--- src/rtl/exe_stage.sv ---
// exe_stage -- execute stage of the 5-stage LoongArch pipeline.
//
// Latches the decode-to-execute bus, computes ALU / multiply / divide
// results, issues the data-SRAM request for loads and stores, and hands the
// instruction to the memory stage over a valid/allowin handshake. Also drives
// the forwarding bus that decode uses for bypass and load-use detection.
//
// Optional build macro:
//   ES_DIV_ZERO_FAST_EN  when defined, a divide by zero skips the iterative
//                        loop and completes with 2-cycle ES residency.
//
// Ports:
//   clk, reset        clock, synchronous active-high reset
//   ds_to_es_valid    decode output valid
//   ds_to_es_bus      decode payload (DS_BUS_WD bits)
//   es_allowin        execute stage can accept a new instruction
//   ms_allowin        memory stage can accept
//   es_to_ms_valid    output valid to memory stage
//   es_to_ms_bus      output payload (MS_BUS_WD bits)
//   es_forward        forwarding bus (FWD_WD bits)
//   data_sram_en      data SRAM request
//   data_sram_we      byte write enables
//   data_sram_addr    byte address
//   data_sram_wdata   store data
//
// Divider FSM:
//   state     | meaning
//   DIV_IDLE  | no divide in flight; latch operands when a div op is in ES
//   DIV_BUSY  | one restoring quotient bit per cycle, 32 iterations
//   DIV_DONE  | result valid and held until the memory stage accepts it

module exe_stage #(
  parameter int DS_BUS_WD = 167,
  parameter int MS_BUS_WD = 76,
  parameter int FWD_WD    = 72
) (
  input  logic                 clk,
  input  logic                 reset,
  input  logic                 ds_to_es_valid,
  input  logic [DS_BUS_WD-1:0] ds_to_es_bus,
  output logic                 es_allowin,
  input  logic                 ms_allowin,
  output logic                 es_to_ms_valid,
  output logic [MS_BUS_WD-1:0] es_to_ms_bus,
  output logic [FWD_WD-1:0]    es_forward,
  output logic                 data_sram_en,
  output logic [3:0]           data_sram_we,
  output logic [31:0]          data_sram_addr,
  output logic [31:0]          data_sram_wdata
);

  typedef enum logic [1:0] {
    DIV_IDLE = 2'd0,
    DIV_BUSY = 2'd1,
    DIV_DONE = 2'd2
  } div_state_t;

  logic                 es_valid;
  logic                 es_ready_go;
  logic [DS_BUS_WD-1:0] es_bus;

  // ---------------------------------------------------------------- bus fields
  logic [31:0] pc, imm, rk_value, rj_value;
  logic        ld_b, ld_h, ld_w, st_b, st_h, st_w, ld_bu, ld_hu;
  logic        src1_is_pc, src2_is_imm, src2_is_4;
  logic [18:0] alu_op;
  logic        mem_en, mem_we, gr_we, res_from_mem;
  logic [4:0]  dest;

  assign pc           = es_bus[166:135];
  assign ld_b         = es_bus[134];
  assign ld_h         = es_bus[133];
  assign ld_w         = es_bus[132];
  assign st_b         = es_bus[131];
  assign st_h         = es_bus[130];
  assign st_w         = es_bus[129];
  assign ld_bu        = es_bus[128];
  assign ld_hu        = es_bus[127];
  assign imm          = es_bus[126:95];
  assign rk_value     = es_bus[94:63];
  assign rj_value     = es_bus[62:31];
  assign src1_is_pc   = es_bus[30];
  assign src2_is_imm  = es_bus[29];
  assign src2_is_4    = es_bus[28];
  assign alu_op       = es_bus[27:9];
  assign mem_en       = es_bus[8];
  assign mem_we       = es_bus[7];
  assign dest         = es_bus[6:2];
  assign gr_we        = es_bus[1];
  assign res_from_mem = es_bus[0];

  // ----------------------------------------------------------------- handshake
  assign es_allowin     = ~es_valid | (es_ready_go & ms_allowin);
  assign es_to_ms_valid = es_valid & es_ready_go;

  always_ff @(posedge clk) begin
    if (reset) begin
      es_valid <= 1'b0;
    end else if (es_allowin) begin
      es_valid <= ds_to_es_valid;
    end
  end

  always_ff @(posedge clk) begin
    if (ds_to_es_valid & es_allowin) begin
      es_bus <= ds_to_es_bus;
    end
  end

  // ------------------------------------------------------------------ operands
  logic [31:0] src1, src2;

  assign src1 = src1_is_pc  ? pc  : rj_value;
  assign src2 = src2_is_imm ? imm : (src2_is_4 ? 32'd4 : rk_value);

  // ----------------------------------------------------------------------- ALU
  logic [31:0] add_res, sub_res, alu_result;

  assign add_res = src1 + src2;
  assign sub_res = src1 - src2;

  always_comb begin
    alu_result = 32'd0;
    case (1'b1)
      alu_op[0]:  alu_result = add_res;
      alu_op[1]:  alu_result = sub_res;
      alu_op[2]:  alu_result = {31'd0, $signed(src1) < $signed(src2)};
      alu_op[3]:  alu_result = {31'd0, src1 < src2};
      alu_op[4]:  alu_result = src1 & src2;
      alu_op[5]:  alu_result = ~(src1 | src2);
      alu_op[6]:  alu_result = src1 | src2;
      alu_op[7]:  alu_result = src1 ^ src2;
      alu_op[8]:  alu_result = src1 << src2[4:0];
      alu_op[9]:  alu_result = src1 >> src2[4:0];
      alu_op[10]: alu_result = $unsigned($signed(src1) >>> src2[4:0]);
      alu_op[11]: alu_result = src2;
      default:    alu_result = 32'd0;
    endcase
  end

  // ------------------------------------------------------------------ multiply
  // One 64x64 multiplier: operands are sign- or zero-extended so the low 64
  // bits give the signed or unsigned product; mul.w only needs the low word.
  logic        mul_op, mul_signed;
  logic [63:0] mul_a, mul_b, mul_prod;
  logic [31:0] mul_result;

  assign mul_op     = |alu_op[14:12];
  assign mul_signed = alu_op[13];
  assign mul_a      = {{32{mul_signed & src1[31]}}, src1};
  assign mul_b      = {{32{mul_signed & src2[31]}}, src2};
  assign mul_prod   = mul_a * mul_b;
  assign mul_result = alu_op[12] ? mul_prod[31:0] : mul_prod[63:32];

  // ------------------------------------------------------------------- divide
  // Signs and the zero-divisor flag are taken straight from the bus register,
  // which cannot change while the divide occupies the stage.
  div_state_t  div_state;
  logic [4:0]  div_cnt;
  logic [31:0] div_rem, div_quo, div_dsor;
  logic        div_op, div_signed, div_is_mod, div_zero;
  logic        neg_q, neg_r;
  logic [31:0] dvd_abs, dsor_abs;
  logic [32:0] step_sh, step_diff;
  logic [31:0] q_fix, r_fix, div_result;

  assign div_op     = |alu_op[18:15];
  assign div_signed = alu_op[15] | alu_op[17];
  assign div_is_mod = alu_op[17] | alu_op[18];
  assign div_zero   = (src2 == 32'd0);
  assign neg_q      = div_signed & (src1[31] ^ src2[31]);
  assign neg_r      = div_signed & src1[31];
  assign dvd_abs    = (div_signed & src1[31]) ? (32'd0 - src1) : src1;
  assign dsor_abs   = (div_signed & src2[31]) ? (32'd0 - src2) : src2;

  // Restoring step: bring in the next dividend bit, subtract if it fits.
  assign step_sh   = {div_rem, div_quo[31]};
  assign step_diff = step_sh - {1'b0, div_dsor};

  always_ff @(posedge clk) begin
    if (reset) begin
      div_state <= DIV_IDLE;
      div_cnt   <= 5'd0;
      div_rem   <= 32'd0;
      div_quo   <= 32'd0;
      div_dsor  <= 32'd0;
    end else begin
      case (div_state)
        DIV_IDLE: begin
          if (es_valid & div_op) begin
            div_rem  <= 32'd0;
            div_quo  <= dvd_abs;
            div_dsor <= dsor_abs;
            div_cnt  <= 5'd0;
`ifdef ES_DIV_ZERO_FAST_EN
            div_state <= div_zero ? DIV_DONE : DIV_BUSY;
`else
            div_state <= DIV_BUSY;
`endif
          end
        end
        DIV_BUSY: begin
          div_rem   <= step_diff[32] ? step_sh[31:0] : step_diff[31:0];
          div_quo   <= {div_quo[30:0], ~step_diff[32]};
          div_cnt   <= div_cnt + 5'd1;
          if (div_cnt == 5'd31) begin
            div_state <= DIV_DONE;
          end
        end
        DIV_DONE: begin
          if (ms_allowin) begin
            div_state <= DIV_IDLE;
          end
        end
        default: div_state <= DIV_IDLE;
      endcase
    end
  end

  // Zero divisor overrides the loop output so signed ops keep the raw values.
  assign q_fix      = div_zero ? 32'hFFFF_FFFF : (neg_q ? (32'd0 - div_quo) : div_quo);
  assign r_fix      = div_zero ? src1 : (neg_r ? (32'd0 - div_rem) : div_rem);
  assign div_result = div_is_mod ? r_fix : q_fix;

  assign es_ready_go = ~div_op | (div_state == DIV_DONE);

  // ---------------------------------------------------------------- result mux
  logic [31:0] es_result;

  assign es_result = div_op ? div_result : (mul_op ? mul_result : alu_result);

  // -------------------------------------------------------------------- memory
  logic [3:0]  st_mask;
  logic [31:0] st_data;

  assign data_sram_addr = add_res;

  always_comb begin
    st_mask = 4'b0000;
    st_data = rk_value;
    if (st_b) begin
      st_mask = 4'b0001 << data_sram_addr[1:0];
      st_data = {4{rk_value[7:0]}};
    end else if (st_h) begin
      st_mask = data_sram_addr[1] ? 4'b1100 : 4'b0011;
      st_data = {2{rk_value[15:0]}};
    end else if (st_w) begin
      st_mask = 4'b1111;
    end
  end

  // Gating on ms_allowin issues the request only in the cycle the
  // instruction actually moves on, so a stall never repeats it.
  assign data_sram_en    = es_valid & mem_en & es_ready_go & ms_allowin;
  assign data_sram_we    = mem_we ? st_mask : 4'b0000;
  assign data_sram_wdata = st_data;

  // ------------------------------------------------------------------- outputs
  logic is_load;

  assign is_load = ld_b | ld_h | ld_w | ld_bu | ld_hu;

  assign es_to_ms_bus = {ld_b, ld_h, ld_w, ld_bu, ld_hu, pc, es_result,
                         dest, gr_we, res_from_mem};
  assign es_forward   = {is_load, pc, es_result, dest, gr_we, es_valid};

endmodule

--- config.mk ---
export PLATFORM = sky130hd
export DESIGN_NAME = exe_stage
export DESIGN_NICKNAME = d
export VERILOG_FILES = /design/src/rtl/exe_stage.sv
export SDC_FILE = /design/constraint.sdc
export NUM_CORES = 2
export LEC_CHECK = 0
export BUFFER_PORTS_ARGS = -buffer_cell sky130_fd_sc_hd__buf_2
export CAP_MARGIN = 40
export CORE_MARGIN = 1
export CORE_UTILIZATION = 55
export CTS_CLUSTER_DIAMETER = 30
export DETAILED_ROUTE_END_ITERATION = 12
export GPL_TIMING_DRIVEN = 1
export PLACE_DENSITY_LB_ADDON = 0.08
export SYNTH_ARGS = -nofsm -noshare
export SYNTH_HDL_FRONTEND = slang
export SYNTH_SLANG_ARGS = --single-unit
--- constraint.sdc ---
create_clock -name clk -period 9.95 [get_ports clk]
set_input_delay 0.4975 -clock clk [delete_from_list [all_inputs] [get_ports clk]]
set_output_delay 0.4975 -clock clk [all_outputs]
set_load 0.02 [all_outputs]
==> flow_metrics.tcl <==
set metrics [dict create \
    outcome "complete, but fails checks" \
    violations "setup timing" \
    grt_remaining_overflow 0 \
    crit_fanout 7 \
    yosysWarnings 0 \
    min_from "ds_to_es_bus[10]" \
    ant_nets 0 \
    setup_ws_ns -0.215 \
    grt_pass1_wl_mm 456 \
    skew_ns 0.0288 \
    fillers 9311 \
    routed_wl_mm 338 \
    drt-initial-drc-count 10100 \
    maxCapViolations 0 \
    max_stage_delay_ns 0.55 \
    worst_setup_path_start_kind "flop" \
    finalSetupTns_ns -5.07 \
    cp.required_ns 9.45 \
    std_cell_rows 125 \
    vias_per_cell 6.69 \
    vias 65500 \
    nets 9866 \
    async_flop_share_pct 0 \
    cp-end-kind "output pin" \
    worst_pin_slew_ns 1.07 \
    worstSetupPathType "reg2out" \
    finalHoldViolations 0 \
    clock_path_buffers 3 \
    dieArea_sq_mm 0.118 \
    ys_types 107 \
    grtUsageTotal_pct 55.0 \
    syn_area_sq_mm 0.0643 \
    post-route-period-util_pct 102 \
    syn_nets 9290 \
    synth-seq-area-share_pct 11.0 \
    area_delta_synth_final_pct 18.1 \
    first_pass_iters 8 \
    grt_use_met1_pct 67.6 \
    grt_pass1_vias 63400 \
    place.gp.congestion 1.15 \
    period_needed_ns 10.16 \
    slew_viol_final 0 \
    ios 390 \
    path_buf_inv 17 \
    die_width_um 344 \
    io_buffers 389 \
    timing.fmax_mhz 98.4 \
    core_sq_mm 0.116 \
    min_path_type "in2reg" \
    synthFlopType "edfxtp_1" \
    ys_ff_latch 271 \
    cts_tree "done" \
    cp_slowest_cell "fa_1" \
    crit_family "adder cells" \
    numCtsBuffers 34 \
    synth_edf_count 167 \
    rr_endpoint "div_dsor[28]" \
    ff2ff_path_depth 17 \
    path_clk_slew_ns 0.07 \
    holdPathStages 1 \
    hpwl_mm 263 \
    r2r-start "es_bus[29]" \
    synth_area_per_cell_sq_um 8.41 \
    start_util_pct 55.4 \
    grt_max_degree 76 \
    r2r_slack_ns 5.50 \
    htreeDepth 2 \
    holdWs_ns 0.102 \
    setup_viol 42 \
    insertion_delay_ns 0.56 \
    grt_use_met3_pct 24.8 \
    synthCells 7644 \
    die_h_um 344 \
    drc_errors 0 \
    hold_end "es_bus[10]" \
    grt_busiest_layer "met2" \
    rsz0062_at_grt "true" \
    layout-drive-gt1-share_pct 20.3 \
    cts_root_buf "clkbuf_16" \
    met2_usage_pct 75.2 \
    relSlewSlack_pct 27.0 \
    antenna_found_initial 28 \
    critPathArrivalTime_ns 9.67 \
    path_common_cell "fa_1" \
    numClockSinks 271 \
    ctsHoldBuffers 0 \
    wl_per_cell_um 34.6 \
]
==> flip-flops by register name, indices dropped and copies added (netlist names) <==
register and cells:
div_cnt 5, div_dsor 32, div_quo 32, div_rem 32, div_state 2, es_bus 167, es_valid 1
==> worst register-to-register path, delay by kind of cell (launching register included) <==
| kind | cells | cell delay [ns] |
|---|---|---|
| AO/OA/AOI/OAI | 2 | 0.27 |
| XOR/XNOR | 1 | 0.39 |
| adder cells (fa/ha/maj) | 1 | 0.48 |
| buffers and inverters | 7 | 1.63 |
| flip-flops | 1 | 0.40 |
| AND/OR/NAND/NOR | 6 | 1.18 |
==> metrics by stage <==
| step | instances | util, % | area (sq um) | setup WS [ns] |
|---|---|---|---|---|
| after floorplan | 7644 | - | 64300 | 0.0164 |
| after global placement | 9458 | 60.0 | 69700 | 0.0197 |
| after detailed placement | 9474 | 60.2 | 69800 | -0.254 |
| after CTS | 9573 | 62.0 | 72000 | -0.0923 |
| after global routing | 9771 | 65.4 | 75800 | -0.364 |
| final | 9782 | 65.4 | 75900 | -0.215 |
==> routing by layer <==
metal,wire [um],up-vias
li1,-,25700
met1,115000,32000
met3,56500,1811
met5,141,-
met4,35500,18
met2,131000,5894
==> cell type report <==
class	instances	area, sq um	area share [%]
clock inverters	21	288	0.379
multi-input cells	5485	51000	67.2
diodes	13	32.5	0.0429
repair buffers	1151	9680	12.8
flip-flops and latches	271	7100	9.35
inverters	1277	4950	6.52
clock buffers	40	915	1.21
well taps	1524	1910	2.51
==> cells by family after synthesis <==
kind of cell | count (synthesis) | share of synthesized area, %
DFF | 271 | 11.0
adders and majority gates | 1475 | 41.9
buffers and inverters | 1890 | 12.1
and+or+nand+nor | 2211 | 14.9
muxes | 127 | 2.40
xor gates and xnor gates | 246 | 3.35
AOI/OAI and AO/OA | 1424 | 14.3
==> worst max path at each step <==
stage,from,to,slack (ns),depth (start not counted)
floorplan,es_bus[29],es_to_ms_bus[20],0.02,37
global placement,es_bus[29],es_forward[38],0.02,33
detailed placement,es_bus[29],es_to_ms_bus[35],-0.25,31
CTS,es_bus[29],es_to_ms_bus[20],-0.09,33
global route,es_bus[29],es_forward[38],-0.36,38
finish,es_bus[29],es_forward[38],-0.21,37
==> cells in the final DEF, fill, tap and decap left out, drive strengths merged, types with 123 or more instances in the layout <==
master  synthesis  routed
edfxtp        167     167
nand3         123     123
o21ai         315     315
buf           312    1130
nor2          609     609
fa           1128    1128
ha            347     347
inv          1262    1248
a21oi         402     402
xnor2         175     175
nand2        1105    1105
==> synthesized netlist by cell type (all sizes together) (15+ instances only) <==
| cell | count | area [sq um] |
|---|---|---|
| a22oi | 49 | 378 |
| nor4 | 22 | 225 |
| nand2b | 23 | 144 |
| a211o | 16 | 140 |
| mux2i | 64 | 641 |
| a31oi | 64 | 400 |
| nand3 | 123 | 621 |
| o31ai | 35 | 273 |
| clkbuf | 301 | 1130 |
| mux2 | 49 | 589 |
| clkinv | 15 | 56.3 |
| xnor2 | 175 | 1530 |
| o21ai | 315 | 1580 |
| o21bai | 20 | 150 |
| fa | 1128 | 22600 |
| o21a | 24 | 180 |
| ha | 347 | 4340 |
| a221oi | 28 | 245 |
| a211oi | 72 | 541 |
| nor3 | 95 | 503 |
| o221ai | 43 | 383 |
| nand4 | 37 | 253 |
| edfxtp | 167 | 5010 |
| xor2 | 71 | 622 |
| buf | 312 | 1850 |
| o211ai | 90 | 676 |
| a21oi | 402 | 2010 |
| or3 | 27 | 169 |
| a21o | 57 | 428 |
| nor2b | 28 | 178 |
| or2 | 22 | 138 |
| a22o | 18 | 158 |
| inv | 1262 | 4740 |
| nor2 | 609 | 2320 |
| o22ai | 32 | 200 |
| and2 | 21 | 131 |
| dfxtp | 104 | 2080 |
| and3 | 48 | 300 |
| nand2 | 1105 | 4150 |
==> timing repair <==
action / 4_1_cts / 5_1_grt
setup endpoints to repair: 62 / 64
hold endpoints to repair: 0 / 0
cloned: 2 / 22
gates resized for setup: 152 / 462
buffers inserted: 36 / 179
pin swaps: 22 / 213
Power is not shown: default switching activity piles up to over one toggle a cycle in this logic, so the estimate is an artifact.
